--- src/rtl/systolic_seq_ctrl_pkg.sv ---
// Shared types and constants for the systolic array sequencer.
// Holds the FSM state encoding, per-lane skew depth and drain length.
package systolic_seq_ctrl_pkg;

    typedef enum logic [2:0] {
        IDLE,
        FEED,
        ALIGN,
        DRAIN,
        FIN
    } seq_state_t;

    // ALIGN lasts for the buffer read latency plus the first skew stage.
    localparam int ALIGN_LEN = 2;

    function automatic int skew_depth(input int lane);
        return lane + 1;
    endfunction

    function automatic int drain_len(input int n);
        return 2 * n - 1;
    endfunction

endpackage

--- src/rtl/skew_line.sv ---
// Per-lane delay chain feeding one edge of the array.
// The first stage loads zero whenever the incoming buffer data is not valid.
module skew_line #(
    parameter int DEPTH = 1,
    parameter int W     = 8
) (
    input  logic         clk,
    input  logic         sys_rst_n,
    input  logic         load_en,
    input  logic [W-1:0] din,
    output logic [W-1:0] dout
);

    logic [W-1:0] stage_q [DEPTH];

    always_ff @(posedge clk or negedge sys_rst_n) begin
        if (!sys_rst_n) begin
            for (int i = 0; i < DEPTH; i++) begin
                stage_q[i] <= '0;
            end
        end else begin
            stage_q[0] <= load_en ? din : '0;
            for (int i = 1; i < DEPTH; i++) begin
                stage_q[i] <= stage_q[i-1];
            end
        end
    end

    assign dout = stage_q[DEPTH-1];

endmodule

--- src/rtl/systolic_seq_ctrl.sv ---
// Sequencer for an N x N output-stationary MAC array: reads operand columns/rows,
// skews them onto the array edges and drives the corner cal_en/cal_done pair.
module systolic_seq_ctrl
    import systolic_seq_ctrl_pkg::*;
#(
    parameter int N      = 3,
    parameter int IN_LEN = 8,
    parameter int K_W    = 8
) (
    input  logic                clk,
    input  logic                sys_rst_n,
    input  logic                start,
    input  logic [K_W-1:0]      k_len,
    output logic                busy,
    output logic                done,
    output logic                rd_en,
    output logic [K_W-1:0]      rd_addr,
    input  logic [N*IN_LEN-1:0] a_rd_data,
    input  logic [N*IN_LEN-1:0] b_rd_data,
    output logic [N*IN_LEN-1:0] west_bus,
    output logic [N*IN_LEN-1:0] north_bus,
    output logic                cal_en,
    output logic                cal_done
);

    localparam logic [K_W-1:0] ALIGN_LAST = K_W'(ALIGN_LEN - 1);
    localparam logic [K_W-1:0] DRAIN_LAST = K_W'(drain_len(N) - 1);

    seq_state_t     state_q, state_d;
    logic [K_W-1:0] k_q, k_d;
    logic [K_W-1:0] step_q, step_d;
    logic [K_W-1:0] cnt_q, cnt_d;
    logic           busy_q, busy_d;
    logic           rd_en_q;
    logic           cal_en_q, cal_done_q;
    logic           cal_done_d;
    logic           rd_en_c, done_c;

    always_ff @(posedge clk or negedge sys_rst_n) begin
        if (!sys_rst_n) begin
            state_q    <= IDLE;
            k_q        <= '0;
            step_q     <= '0;
            cnt_q      <= '0;
            busy_q     <= 1'b0;
            rd_en_q    <= 1'b0;
            cal_en_q   <= 1'b0;
            cal_done_q <= 1'b0;
        end else begin
            state_q    <= state_d;
            k_q        <= k_d;
            step_q     <= step_d;
            cnt_q      <= cnt_d;
            busy_q     <= busy_d;
            rd_en_q    <= rd_en_c;
            // cal_en spans the valid skewed data plus the closing cal_done cycle
            cal_en_q   <= rd_en_q | cal_done_d;
            cal_done_q <= cal_done_d;
        end
    end

    always_comb begin
        state_d    = state_q;
        k_d        = k_q;
        step_d     = step_q;
        cnt_d      = cnt_q;
        busy_d     = busy_q;
        rd_en_c    = 1'b0;
        done_c     = 1'b0;
        cal_done_d = 1'b0;
        case (state_q)
            IDLE: begin
                step_d = '0;
                if (start) begin
                    k_d = k_len;
                    if (k_len == '0) begin
                        state_d = FIN;
                    end else begin
                        state_d = FEED;
                        busy_d  = 1'b1;
                    end
                end
            end
            FEED: begin
                rd_en_c = 1'b1;
                if (step_q == k_q - K_W'(1)) begin
                    state_d = ALIGN;
                    step_d  = '0;
                    cnt_d   = ALIGN_LAST;
                end else begin
                    step_d = step_q + K_W'(1);
                end
            end
            ALIGN: begin
                if (cnt_q == '0) begin
                    cal_done_d = 1'b1;
                    state_d    = DRAIN;
                    cnt_d      = DRAIN_LAST;
                end else begin
                    cnt_d = cnt_q - K_W'(1);
                end
            end
            DRAIN: begin
                if (cnt_q == '0) begin
                    state_d = FIN;
                end else begin
                    cnt_d = cnt_q - K_W'(1);
                end
            end
            FIN: begin
                done_c  = 1'b1;
                busy_d  = 1'b0;
                state_d = IDLE;
            end
            default: begin
                state_d = IDLE;
            end
        endcase
    end

    assign busy     = busy_q;
    assign done     = done_c;
    assign rd_en    = rd_en_c;
    assign rd_addr  = step_q;
    assign cal_en   = cal_en_q;
    assign cal_done = cal_done_q;

    // Lane i gets i+1 register stages so the operand wavefront enters diagonally.
    for (genvar i = 0; i < N; i++) begin : g_lane
        skew_line #(
            .DEPTH(skew_depth(i)),
            .W    (IN_LEN)
        ) u_a_skew (
            .clk      (clk),
            .sys_rst_n(sys_rst_n),
            .load_en  (rd_en_q),
            .din      (a_rd_data[i*IN_LEN +: IN_LEN]),
            .dout     (west_bus[i*IN_LEN +: IN_LEN])
        );

        skew_line #(
            .DEPTH(skew_depth(i)),
            .W    (IN_LEN)
        ) u_b_skew (
            .clk      (clk),
            .sys_rst_n(sys_rst_n),
            .load_en  (rd_en_q),
            .din      (b_rd_data[i*IN_LEN +: IN_LEN]),
            .dout     (north_bus[i*IN_LEN +: IN_LEN])
        );
    end

endmodule

--- config.mk ---
export PLATFORM = sky130hd
export DESIGN_NAME = systolic_seq_ctrl
export DESIGN_NICKNAME = d
export VERILOG_FILES = /design/src/rtl/systolic_seq_ctrl_pkg.sv /design/src/rtl/skew_line.sv /design/src/rtl/systolic_seq_ctrl.sv
export SDC_FILE = /design/constraint.sdc
export NUM_CORES = 1
export LEC_CHECK = 0
export ABC_AREA = 1
export ABC_CLOCK_PERIOD_IN_PS = 1500
export BUFFER_PORTS_ARGS = -buffer_cell sky130_fd_sc_hd__buf_2
export CAP_MARGIN = 20
export CORE_MARGIN = 3
export CORE_UTILIZATION = 42
export DETAILED_ROUTE_END_ITERATION = 10
export PLACE_DENSITY = 0.68
export SLEW_MARGIN = 20
export SYNTH_ARGS = -nofsm -noshare
export SYNTH_HDL_FRONTEND = slang
export SYNTH_HIERARCHICAL = 1
export SYNTH_SLANG_ARGS = --single-unit
--- constraint.sdc ---
create_clock -name clk -period 1.5 [get_ports clk]
set_input_delay 0.15 -clock clk [delete_from_list [all_inputs] [get_ports clk]]
set_output_delay 0.15 -clock clk [all_outputs]
set_load 0.03 [all_outputs]
After elaboration in Yosys (flattened, before gate mapping)
Cells that the tools add are included. W data, S select, Z words.

Register bits: 127. Bits in latches: 0. Memory bits (writable): 0. Memory bits (read-only): 0. Bits of input ports: 59. Word-level logic and storage cells: 70. Memories kept: 0.

Add/subtract/negate cells: 3. Multipliers: 0. Divide/modulo/power cells: 0. $lt $le $gt $ge: 0. Equal/unequal tests: 11. Shift-type cells: 0. Muxes and demuxes: 25. Bitwise operators: 1. Reductions and logical operators: 10.

Operators with widths (number): $mux W8 (10); $pmux W8 S3 (1); $logic_not A8 Y1 (2); $pmux W8 S2 (1); $sub A8 B1 Y8 const B (2); $mux W3 (5); $ne A2 B2 Y1 const B (6); $pmux W3 S4 (1); $add A8 B1 Y8 const B (1); $eq A8 B8 Y1 (1); $eq A3 B2 Y1 const B (2); $mux W1 (6); $reduce_and A3 Y1 (2); $reduce_and A4 Y1 (1); $reduce_bool A2 Y1 (2); $eq A3 B1 Y1 const B (1); $eq A3 B3 Y1 const B (1); $logic_not A3 Y1 (1); $reduce_bool A3 Y1 (1); $pmux W1 S2 (1); $reduce_and A2 Y1 (1); $or A1 B1 Y1 (1).

Logic depth before layout (Yosys ltp)
Depth after elaboration: 4. Mapped depth: 15.

Hierarchy
The synthesis kept the hierarchy.

By module, submodules not included: systolic_seq_ctrl (times used 1, cells an instance 262, area an instance 1949.4 µm²); skew_line at g_lane[2].u_a_skew ... (times used 2, cells an instance 49, area an instance 725.7 µm²); skew_line at g_lane[1].u_a_skew ... (times used 2, cells an instance 41, area an instance 525.5 µm²); skew_line at g_lane[0].u_a_skew ... (times used 2, cells an instance 25, area an instance 265.3 µm²).

Worst setup path before layout
Ideal clock, no wire load.

Path kind: flip-flop to flip-flop. Start point: register k_q[0]. End point: register cnt_q[4]. Library setup time: 0.066 ns. Data arrival time: 1.619 ns. Data required time: 1.434 ns. Slack: -0.185 ns. Cell stages (with the launch flop): 16. Clock period less this slack: 1.685 ns. Path through: dfrtp_1 -> inv_1 -> ha_1 -> nand2_2 -> nor2_2 -> nand2_1 -> nand2_1 -> nand2_1 -> nand2_1 -> nand2_1 -> nor2_2 -> nand2_2 -> nand2_4 -> buf_8 -> nand3_1 -> nand2_1.

Cells in the longest elaborated chain, start to end: 4.

RTL lines: from (decl) (line systolic_seq_ctrl.sv:30) `logic [K_W-1:0] k_q, k_d;`; from (signal assigned) (line systolic_seq_ctrl.sv:51) `k_q <= k_d;`; $sub A8 B1 Y8 (line systolic_seq_ctrl.sv:86) `if (step_q == k_q - K_W'(1)) begin`; $eq A8 B8 Y1 (line systolic_seq_ctrl.sv:86); $ne A2 B2 Y1 (no source line); $reduce_and A3 Y1 (no source line); to (signal assigned) (line systolic_seq_ctrl.sv:53) `cnt_q <= cnt_d;`; to (decl) (line systolic_seq_ctrl.sv:32) `logic [K_W-1:0] cnt_q, cnt_d;`.

No other way between the ends. A chain may end at the register's enable or synchronous reset.

Worst setup path in the final report
Start point: register k_q[0]. End point: register cnt_q[6].

Same word-level chain as after synthesis.

==> flow_summary.yaml <==
route:
  wl_mm: 10.49
  route.detailed.drc: 0
  via_count: 3712
  postRouteAntennaNets: 0
  drt_iter0_markers: 290
  wl_per_cell_um: 12.45
  detail_route.vias_per_cell: 4.409
  first_pass_iters: 4
synthesis:
  synthFlopType: "dfrtp_1"
  ys_top_cells_by_count: "127 x dfrtp_1, 122 x nand2_1, 86 x inv_1"
  yosys.cell_types.count: 30
  synth.largest_area_cell: "dfrtp_1"
  async_reset_ff_share_pct: 100.0
  ys_seq_elements: 127
  ys_seq_area_share_pct: 63.79
  syn_nets: 554
  syn_area_per_cell_um2: 10.13
  synth_warnings: 6
  yosysMostFrequentCell: "dfrtp_1"
  netlist_top_cells_area: "dfrtp_1 64%, nand2_1 9.2%, inv_1 6.5%, buf_4 4.8%, nand3_1 2.2%"
  synth_top_area_share_pct: 63.79
  synth_edf_count: 0
  synthCells: 492
  syn_area_mm2: 0.004982
critical_path:
  cp.required_ps: 1840
  cp.arrival_ps: 2100
  end_kind: "flop"
  path_max_fanout: 8
  cp-start-kind: "flop"
  crit_type: "reg2reg"
  worst-r2r-setup-slack_ps: -260
finish:
  ff_latch_area_mm2: 0.003182
  syn_to_final_growth_pct: 41.34
  final_core_util_pct: 61.15
  drive_above_1_share_pct: 35.77
  final_nets: 748
  fillers: 896
  multi_input_area_mm2: 0.001276
  insertedDiodeCount: 0
grt:
  grt_pass1_vias: 3720
  grt_use_met3_pct: 4.842
  track_usage_pct: 16.85
  antenna_found_initial: 0
  grt_use_met2_pct: 27.93
  grtUsageMet1_pct: 20.99
  grt_pass1_wl_mm: 17.31
  grt_max_degree: 39
  busiest_layer: "met2"
  grt_overflow_total: 0
timing:
  fin_crit_sh_pct: 117.1
  fmax_mhz: 569.2
  rsz0062_at_grt: "yes"
  tightest_slew_ps: 452.5
  post-route-min-period_ps: 1757
  hold_viol: 0
  skew_ps: 8.633
  tns_ps: -4226
  finalSetupViolCount: 19
  relSlewSlack_pct: 69.84
  drv_slew: 0
  fin_ws_ps: -256.9
floorplan:
  ios: 120
  core_mm2: 0.01152
  fp.dieArea_mm2: 0.01321
  start_util_pct: 43.26
  rows: 39
  die_width_um: 114.9
  die_h_um: 114.9
cts:
  htree_num_levels: 4
  tritoncts: "yes"
  cts_made_buffers: 17
  clk_latency_ps: 410
  cts.reportedPaths.clkPinSlew_ps: 60
  cts-root-buf: "clkbuf_16"
  cts.sinks: 127
  cts_max_path_buffers: 2
placement:
  routabilityCongestion: 0.8816
  place_hpwl_mm: 6.807
  port_buffers: 119
pwr:
  ir_drop_uv: 1110
  p_int_uw: 8571
  power_switching_uw: 5081
  clkPwrFrac_pct: 27.6
  p_sw_share_pct: 37.22
  p_leak_uw: 0.004105
  power_frac_seq_pct: 33.7
  power_density_mw_per_mm2: 1939
  comb_power_share_pct: 38.6
hold_path:
  min_path_type: "in2reg"
job:
  drv_cap: 0
status:
  violations: "negative setup slack"
  status: "finished with violations"
## cell type report
class / count / share of cell area, %
clock inverters: 11 / 1.190
multi-input cells: 237 / 18.12
clock buffers: 21 / 6.823
flip-flops and latches: 127 / 45.18
repair buffers: 215 / 21.41
inverters: 88 / 4.726
well taps: 143 / 2.541
## worst max-delay path: stages (launching register included)
cell	delay, ps
dfrtp_1	350
inv_2	60
ha_4	260
inv_2	20
nand2_1	50
nand2_1	40
nor2_1	80
nand3_1	70
nor2_1	100
nand2_1	70
nor2_2	90
nand2_2	70
nand2_4	130
buf_12	130
nand3_1	80
nand2_1	90
## sequential cells by signal, summed over array words and instances, names as in the netlist
signal	flops
busy	1
cal_done	1
cal_en	1
cnt_q	8
g_lane.u_a_skew/dout	24
g_lane.u_a_skew/stage_q	24
g_lane.u_b_skew/dout	24
g_lane.u_b_skew/stage_q	24
k_q	8
rd_addr	8
rd_en_q	1
state_q	3
## per-layer routing
layer / share of wire [%] / vias up / wire length, um
met2: 50 / 109 / 5211
met3: 4.9 / 20 / 518
met5: 0 / - / 0
met1: 43 / 1742 / 4550
li1: - / 1841 / -
met4: 2.0 / 0 / 207
## what timing repair did
item,4_1_cts,5_1_grt
pin swaps,13,5
endpoints found under the setup margin,21,31
gates resized for setup,22,10
hold endpoints to repair,79,0
hold buffers,50,0
buffers inserted,3,4
## metrics by stage
stage	setup slack, ps	power, uW	instances	hold WS (ps)	cell area (um2)
floorplan	-161.6	7915	492	-145.6	5001
global placement	-245.9	9190	753	124.2	5819
CTS	-266.2	13560	838	0.6422	6990
detailed placement	-318.8	9331	753	128.5	5819
global route	-473.7	14590	842	27.90	7042
finish	-256.9	13650	842	18.26	7042
## placed cells by master (no fill, tap or decap), types with 5 or more instances in the layout
cell type and n:
nand2_2 7, inv_1 76, nand3_1 22, clkbuf_16 17, nor2_1 15, o21ai_0 11, dfrtp_1 124, nand4_1 5
buf_4 41, nand2_1 118, buf_2 117, inv_2 11, xor2_1 8, dlygate4sd3_1 50, nor2_2 9, a21oi_1 7
## power by group through the flow
stage	registers (uW)	logic, uW	clock network [uW]
after detailed placement	4640	4690	0
after global placement	4610	4580	0
after floorplan	4940	2980	0
after CTS	4600	5120	3840
final	4610	5280	3770
after global routing	4700	5870	4020
## cell families (layout without fill, tap and decap cells)
group | count (synthesis) | after routing | share of synthesized area, %
buffers and inverters | 128 | 335 | 12.46
XOR/XNOR | 10 | 10 | 1.758
adder cells (fa/ha/maj) | 3 | 3 | 0.7535
flip-flops | 127 | 127 | 63.79
AND/OR/NAND/NOR | 191 | 191 | 17.13
AO/OA/AOI/OAI | 33 | 33 | 4.119
## path summary, 6_finish.rpt
path	cells past startpoint	to	from
worst max-delay path	15	cnt_q[6]	k_q[0]
worst min-delay path	3	k_q[5]	k_len[5]
worst max register to register	15	cnt_q[6]	k_q[0]
worst min register to register	0	g_lane[1].u_a_skew/dout[0]	g_lane[1].u_a_skew/stage_q[8]
max in group asynchronous	3	rd_addr[0]	sys_rst_n
min in group asynchronous	2	g_lane[2].u_a_skew/dout[6]	sys_rst_n
No activity file was read; power rests on OpenSTA's default activity.
